`src/rtl/flash_arbiter.sv`:
```
// Round-robin arbiter sharing one SPI flash navigator between the boot copier (port 0) and the CPU (port 1).
// Optional per-phase watchdog enabled by defining FLASH_ARB_TIMEOUT_EN.
module flash_arbiter #(
   parameter logic [23:0] BASE_ADDR = 24'h500000
`ifdef FLASH_ARB_TIMEOUT_EN
   ,
   parameter logic [19:0] TIMEOUT   = 20'd1000000
`endif
) (
   input  logic        clk,
   input  logic        reset,
   input  logic        req0,
   input  logic        req1,
   input  logic        we0,
   input  logic        we1,
   input  logic [23:0] addr0,
   input  logic [23:0] addr1,
   input  logic [31:0] wdata0,
   input  logic [31:0] wdata1,
   output logic        ack0,
   output logic        ack1,
   output logic [31:0] rdata,
   output logic        err,
   output logic        nav_enable,
   output logic        nav_ren,
   output logic        nav_wen,
   output logic [23:0] nav_addr,
   output logic [31:0] nav_wdata,
   input  logic        nav_ready,
   input  logic [31:0] nav_rdata
);

   typedef enum logic [1:0] {IDLE, ISSUE, BUSY, DONE} state_t;

   state_t state;
   logic   rr_last;   // port granted most recently
   logic   winner;    // port owning the current transaction
   logic   win_sel;

   // NOTE: every always_comb output gets a default first so no latch is inferred.
   always_comb begin
      win_sel = 1'b0;
      if (req0 && req1)
         win_sel = ~rr_last;
      else
         win_sel = req1;
   end

`ifdef FLASH_ARB_TIMEOUT_EN
   logic        err_q;
   logic [19:0] tmo_cnt;
   logic        tmo_hit;

   assign tmo_hit = (tmo_cnt == TIMEOUT);
   assign err     = err_q;
`else
   assign err = 1'b0;
`endif

   // NOTE: sequential state uses non-blocking assignments only, so every flop sees pre-edge values.
   always_ff @(posedge clk or posedge reset) begin
      if (reset) begin
         state      <= IDLE;
         rr_last    <= 1'b1;
         winner     <= 1'b0;
         ack0       <= 1'b0;
         ack1       <= 1'b0;
         rdata      <= 32'h0;
         nav_enable <= 1'b0;
         nav_ren    <= 1'b0;
         nav_wen    <= 1'b0;
         nav_addr   <= 24'h0;
         nav_wdata  <= 32'h0;
`ifdef FLASH_ARB_TIMEOUT_EN
         err_q      <= 1'b0;
         tmo_cnt    <= 20'd0;
`endif
      end else begin
         case (state)
            IDLE: begin
               if ((req0 || req1) && nav_ready) begin
                  winner     <= win_sel;
                  rr_last    <= win_sel;
                  nav_enable <= 1'b1;
                  nav_ren    <= win_sel ? ~we1 : ~we0;
                  nav_wen    <= win_sel ? we1 : we0;
                  nav_addr   <= (win_sel ? addr1 : addr0) + BASE_ADDR;
                  nav_wdata  <= win_sel ? wdata1 : wdata0;
                  state      <= ISSUE;
`ifdef FLASH_ARB_TIMEOUT_EN
                  tmo_cnt    <= 20'd0;
`endif
               end
            end

            ISSUE: begin
`ifdef FLASH_ARB_TIMEOUT_EN
               if (tmo_hit) begin
                  nav_enable <= 1'b0;
                  nav_ren    <= 1'b0;
                  nav_wen    <= 1'b0;
                  rdata      <= 32'hdeadbeaf;
                  err_q      <= 1'b1;
                  ack0       <= ~winner;
                  ack1       <= winner;
                  state      <= DONE;
               end else if (!nav_ready) begin
                  tmo_cnt <= 20'd0;
                  state   <= BUSY;
               end else begin
                  tmo_cnt <= tmo_cnt + 20'd1;
               end
`else
               if (!nav_ready)
                  state <= BUSY;
`endif
            end

            BUSY: begin
`ifdef FLASH_ARB_TIMEOUT_EN
               if (tmo_hit) begin
                  nav_enable <= 1'b0;
                  nav_ren    <= 1'b0;
                  nav_wen    <= 1'b0;
                  rdata      <= 32'hdeadbeaf;
                  err_q      <= 1'b1;
                  ack0       <= ~winner;
                  ack1       <= winner;
                  state      <= DONE;
               end else if (nav_ready) begin
                  if (nav_ren)
                     rdata <= nav_rdata;
                  nav_enable <= 1'b0;
                  nav_ren    <= 1'b0;
                  nav_wen    <= 1'b0;
                  err_q      <= 1'b0;
                  ack0       <= ~winner;
                  ack1       <= winner;
                  state      <= DONE;
               end else begin
                  tmo_cnt <= tmo_cnt + 20'd1;
               end
`else
               if (nav_ready) begin
                  if (nav_ren)
                     rdata <= nav_rdata;
                  nav_enable <= 1'b0;
                  nav_ren    <= 1'b0;
                  nav_wen    <= 1'b0;
                  ack0       <= ~winner;
                  ack1       <= winner;
                  state      <= DONE;
               end
`endif
            end

            DONE: begin
               ack0  <= 1'b0;
               ack1  <= 1'b0;
`ifdef FLASH_ARB_TIMEOUT_EN
               err_q <= 1'b0;
`endif
               state <= IDLE;
            end

            default: state <= IDLE;
         endcase
      end
   end

endmodule
```
`config.mk`:
```
export PLATFORM = sky130hd
export DESIGN_NAME = flash_arbiter
export DESIGN_NICKNAME = d
export VERILOG_FILES = /design/src/rtl/flash_arbiter.sv
export SDC_FILE = /design/constraint.sdc
export NUM_CORES = 1
export LEC_CHECK = 0
export CAP_MARGIN = 5
export CORE_MARGIN = 3
export CORE_UTILIZATION = 45
export CTS_CLUSTER_DIAMETER = 150
export DETAILED_ROUTE_END_ITERATION = 10
export DONT_BUFFER_PORTS = 1
export SYNTH_ARGS = -nofsm -noshare
export SYNTH_HDL_FRONTEND = slang
export SYNTH_SLANG_ARGS = --single-unit
```
`constraint.sdc`:
```
create_clock -name clk -period 6.1 [get_ports clk]
set_input_delay 0.61 -clock clk [delete_from_list [all_inputs] [get_ports clk]]
set_output_delay 0.61 -clock clk [all_outputs]
set_load 0.05 [all_outputs]
```
==> impl_metrics.toml, run 1 <==
[synthesis]
syn_inst = 367
ys_types = 34
ys_ff_latch = 97
netlist_top_cells_count = "96 x dfrtp_1, 62 x nand2_1, 54 x mux2i_1"
synth-edff-count = 0
async_flop_share_pct = 100
ys.flop_type = "dfrtp_1"
yosys_warnings = 0
synth_area_leaders = "dfrtp_1 54%, mux2i_1 12%, mux2_2 7.4%"
synth-seq-area-share_pct = 55.0
syn_area_sq_um = 4420
syn_area_per_cell_sq_um = 12.0
yosys.area.top_type = "dfrtp_1"
synth.most_common_cell = "dfrtp_1"
synth_nets = 524
synth.top_cell.area_share_pct = 54.4

[cells_and_area]
syn_to_final_growth_pct = 3.71
layout.cells.non_filler = 493
diodes = 0
drive_gt1_share_pct = 16.5
postLayoutCellArea_sq_um = 4580
nets = 517

[clock_network]
cts-root-buf = "clkbuf_8"
path_clk_slew_ns = 0.09
cts_max_path_buffers = 2
htreeDepth = 3
cts_buffers = 9
post-cts-setup-buffers = 0
clk_latency_ns = 0.36
cts_resized = 0
cts_tree = "done"
clkSinkCount = 97
cts_hold_repair.buffers = 0

[drt]
routedWlPerCell_um = 19.2
viasPerCell = 5.31
vias = 2618
drc_errors = 0
routed_wl_mm = 9.48
first_pass_iters = 4
drtAntennaViolNets = 0
drt_iter0_markers = 100

[critical_path]
cp_data_required_time_ns = 6.33
crit_path_start_kind = "register"
end_kind = "register"
cp_max_fo = 40
timing_worst_setup_path_type = "reg2reg"
critPathArrivalTime_ns = 3.03

[sta]
fin_ws_ns = 3.31
fin_crit_ns = 2.79
setup-tns-final_ns = 0
setup-violations-final = 0
fin_crit_sh_pct = 45.8
hold_viol_final = 0
max_freq_mhz = 358
rsz0062_at_grt = "false"
fin_skew_ns = 0.0163
tightest_slew_ns = 0.827
finalMaxSlewViolations = 0
slew_headroom_pct = 44.8

[flow_run]
maxCapViolations = 0

[die]
dieArea_sq_um = 11000
initial_core_util_pct = 47.1
dieWidth_um = 105
num_rows = 35
io_pins = 245
die_y_um = 105
core_sq_um = 9370

[worst_hold_path]
hold_class = "in2async"

[global_routing]
overflow = 0
antenna_found_initial = 0
grt_max_degree = 68
grt_pass1_vias = 2702
grt_pass1_wl_mm = 14.5
grt_util_all_layers_pct = 16.8

[place]
port-buffer-count = 0
dpl_worst_slack_ns = 3.07
dp_cells = 478
postPlaceCellArea_sq_um = 4410
gp_congestion = 0.758
dpl.hpwl_mm = 7.35

[power_and_ir_drop]
cellPowerDensity_nw_per_um2 = 668
leakage_nw = 2.18
max-vdd-ir-drop_mv = 0.249

[outcome]
outcome = "finished clean"
-- flip-flops by register name (all words and copies together) (netlist names), 2 cells and up --
name and flops:
nav_addr 24, rdata 32, nav_wdata 32, state 2
-- logic make-up (layout without fill, tap and decap cells) --
kind of cell	after synthesis	in the layout	synth area share, %
DFF	97	97	55.0
AOI/OAI and AO/OA	71	71	9.46
adders and majority gates	6	6	1.70
other	1	1	0.0849
xor gates and xnor gates	3	3	0.595
and+or+nand+nor	72	72	6.57
muxes	90	90	21.5
buffers and inverters	27	24	5.07
-- layer usage --
metal | track usage (%) | wire length, um | vias to the layer above
li1 | - | - | 1252
met1 | 19.7 | 3640 | 1202
met2 | 28.0 | 4670 | 148
met3 | 6.05 | 984 | 16
met4 | 6.56 | 191 | 0
met5 | 0 | 0 | -
-- report_power, final --
part	internal, mW	switching [mW]
Sequential	0.921	1.23
Clock	0.148	0.220
Combinational	0.259	0.282
Total	1.33	1.73
-- critical path, stage by stage, from the launching register on --
cell,delay (ns)
dfstp_2,0.40
a21boi_4,0.65
buf_4,0.64
mux2_2,0.41
ha_1,0.27
mux2_4,0.26
-- final cells by class --
class | count | area [sq um]
fill | 883 | 4790
sequential | 97 | 2430
multi-input combinational | 243 | 1770
tap | 129 | 161
clock buffer | 9 | 124
clock inverter | 6 | 42.5
timing repair buffer | 4 | 30.0
inverter | 5 | 21.3
-- layout by cell type, fill, tap and decap left out, drive strengths merged, types with 3 or more instances in the layout --
cell type  Yosys  routed
nor2           4       4
mux2i         54      54
o21ai         59      59
nand2         62      62
mux2          36      36
ha             6       6
inv            5       7
buf           17       4
clkbuf         5       9
nor3           3       3
dfrtp         96      96
a21oi          4       4
-- per-stage QoR --
stage / hold slack [ns] / power, mW / util, %
floorplan: 0.460 / 2.59 / -
global placement: 0.476 / 2.70 / 47.1
detailed placement: 0.476 / 2.73 / 47.1
CTS: 0.169 / 3.10 / 48.9
global route: 0.185 / 3.22 / 48.9
finish: 0.160 / 3.06 / 48.9
-- path summary, 6_finish.rpt --
path                          startpoint           end  slack [ns]  depth (start not counted)
setup / recovery                 rr_last  nav_addr[21]        3.31                          5
hold / removal                     reset      rdata[2]        0.16                          1
setup reg to reg                 rr_last  nav_addr[21]        3.31                          5
hold reg to reg                  rr_last       rr_last        0.49                          2
max in group asynchronous          reset     rdata[11]        4.85                          2
min in group clk           nav_rdata[26]     rdata[26]        0.38                          1
No activity file was read; power rests on OpenSTA's default activity.
==> run 2: changes to the inputs <==
==> constraint.sdc (replaced) <==
create_clock -name clk -period 2.9 [get_ports clk]
set_input_delay 0.29 -clock clk [delete_from_list [all_inputs] [get_ports clk]]
set_output_delay 0.29 -clock clk [all_outputs]
set_load 0.05 [all_outputs]
==> run 2 against run 1 <==
Net effect: count of clock-buffer cells in the layout up 1; worst hold slack got worse by 0.10 ns; largest power group unchanged; combinational power grew 110%; register-to-register slack lost 2.7 ns; clock skew down 0.0018 ns; first-iteration DRC count grew 52%; sequential cell count is the same; wire length up 1.6%; core utilization rose by 0.44 points.
==> impl_metrics.toml, run 2 (synthesis gave the netlist of run 1 again) <==
[outcome]
outcome = "finished clean"

[place]
dpl.hpwl_mm = 7.48
gp_congestion = 0.773
port-buffer-count = 0
dpl_worst_slack_ns = 0.620

[sta]
hold_viol_final = 0
fin_ws_ns = 0.631
fin_crit_sh_pct = 78.3
fin_skew_ns = 0.0145
setup-tns-final_ns = 0
slew_headroom_pct = 47.4
finalMaxSlewViolations = 0
rsz0062_at_grt = "false"
setup-violations-final = 0
tightest_slew_ns = 0.787
max_freq_mhz = 441
fin_crit_ns = 2.27

[cells_and_area]
seqCellArea_sq_um = 2430
syn_to_final_growth_pct = 4.65
nets = 519
diodes = 0
multi_input_area_sq_um = 1770
drive_gt1_share_pct = 16.6
fillCellCount = 877
final_common_cell = "dfrtp_1"
top_regs = "nav_wdata (32), rdata (32), nav_addr (24)"
mostFrequentLayoutCells = "96 x dfrtp_1, 62 x nand2_1, 54 x mux2i_1, 47 x o21ai_1, 29 x mux2_2"

[global_routing]
grt_pass1_vias = 2776
grt_max_degree = 69
met2_usage_pct = 29.0
grt_util_all_layers_pct = 17.7
grt_pass1_wl_mm = 15.3
grt_util_met3_pct = 7.78
overflow = 0
busiest_layer = "met2"
antenna_found_initial = 0
met1_usage_pct = 20.5

[clock_network]
htreeDepth = 3
cts_max_path_buffers = 2
path_clk_slew_ns = 0.10
cts-root-buf = "clkbuf_8"
clk_latency_ns = 0.36
cts_buffers = 9
cts_tree = "done"
clkSinkCount = 97
cts_resized = 0

[die]
initial_core_util_pct = 47.1
dieArea_sq_um = 11000
num_rows = 35
die_y_um = 105
io_pins = 245
core_sq_um = 9370
dieWidth_um = 105

[drt]
routed_wl_mm = 9.63
vias = 2653
drtAntennaViolNets = 0
routedWlPerCell_um = 19.4
viasPerCell = 5.35
drc_errors = 0
drt_iter0_markers = 152
first_pass_iters = 4

[worst_hold_path]
hold_class = "in2reg"
hp-start = "nav_rdata[27]"

[critical_path]
end_kind = "register"
cp_max_fo = 32
critPathLaunch = "state[0]"
critPathArrivalTime_ns = 2.50
cp_data_required_time_ns = 3.13
timing.rr.start = "state[0]"
crit_path_start_kind = "register"
timing_worst_setup_path_type = "reg2reg"

[power_and_ir_drop]
cellPowerDensity_nw_per_um2 = 1400
leakage_nw = 2.20
max-vdd-ir-drop_mv = 0.461

[flow_run]
maxCapViolations = 0
## run 2: cell count changes in the layout (fill, tap and decap cells not counted), sizes merged
cell,delta
inv,+1
clkinvlp,-1
clkbuf,+1
dlygate4sd3,+1
buf,+1
## run 2: worst paths after layout
| kind | end | cells after the start | slack (ns) |
|---|---|---|---|
| min in group asynchronous | rdata[2] | 2 | 0.47 |
| max in group asynchronous | rr_last | 3 | 1.67 |
| max | rdata[10] | 4 | 0.63 |
| min reg2reg | rr_last | 2 | 0.49 |
| min | rdata[27] | 1 | 0.06 |
| max reg2reg | rdata[10] | 4 | 0.63 |
## run 2: layout make-up
cell class	count	area share, %
inverters	5	0.460
repair buffers	6	1.30
flip-flops and latches	97	52.6
clock buffers	10	2.76
multi-input cells	243	38.3
clock inverters	6	1.08
well taps	129	3.49
## run 2: through the flow
stage / area, sq um / total power, mW / cells / util, % / hold WS, ns
after floorplan: 4420 / 5.45 / 367 / - / 0.422
after global placement: 4430 / 5.68 / 479 / 47.3 / 0.244
after detailed placement: 4430 / 5.75 / 479 / 47.3 / 0.255
after CTS: 4620 / 6.55 / 496 / 49.3 / 0.0357
after global routing: 4620 / 6.84 / 496 / 49.3 / 0.0416
final: 4620 / 6.47 / 496 / 49.3 / 0.0554
## run 2: report_power, final
group          switching, mW  internal, mW  leakage (nW)
clock                  0.482         0.325        0.0892
sequential              2.59          1.94          1.21
combinational          0.588         0.550         0.894
total                   3.66          2.81          2.20
## run 2: timing repair
item                       in CTS  in global routing
setup buffers                   0                  0
setup endpoints to repair       0                  0
hold buffers                    1                  0
hold endpoints to repair       41                  0
## run 2: per-layer routing
metal  part of all wire [%]  routed length (um)
met1                     38                3630
met2                     49                4730
met3                     11                1060
met4                    2.2                 211
met5                      0                   0
## run 2: worst max-delay path, stage by stage (launching register included)
cell and delay [ns]:
dfrtp_1 0.42, inv_1 0.13, ha_1 0.35, nand3_2 0.67, mux2_1 0.57
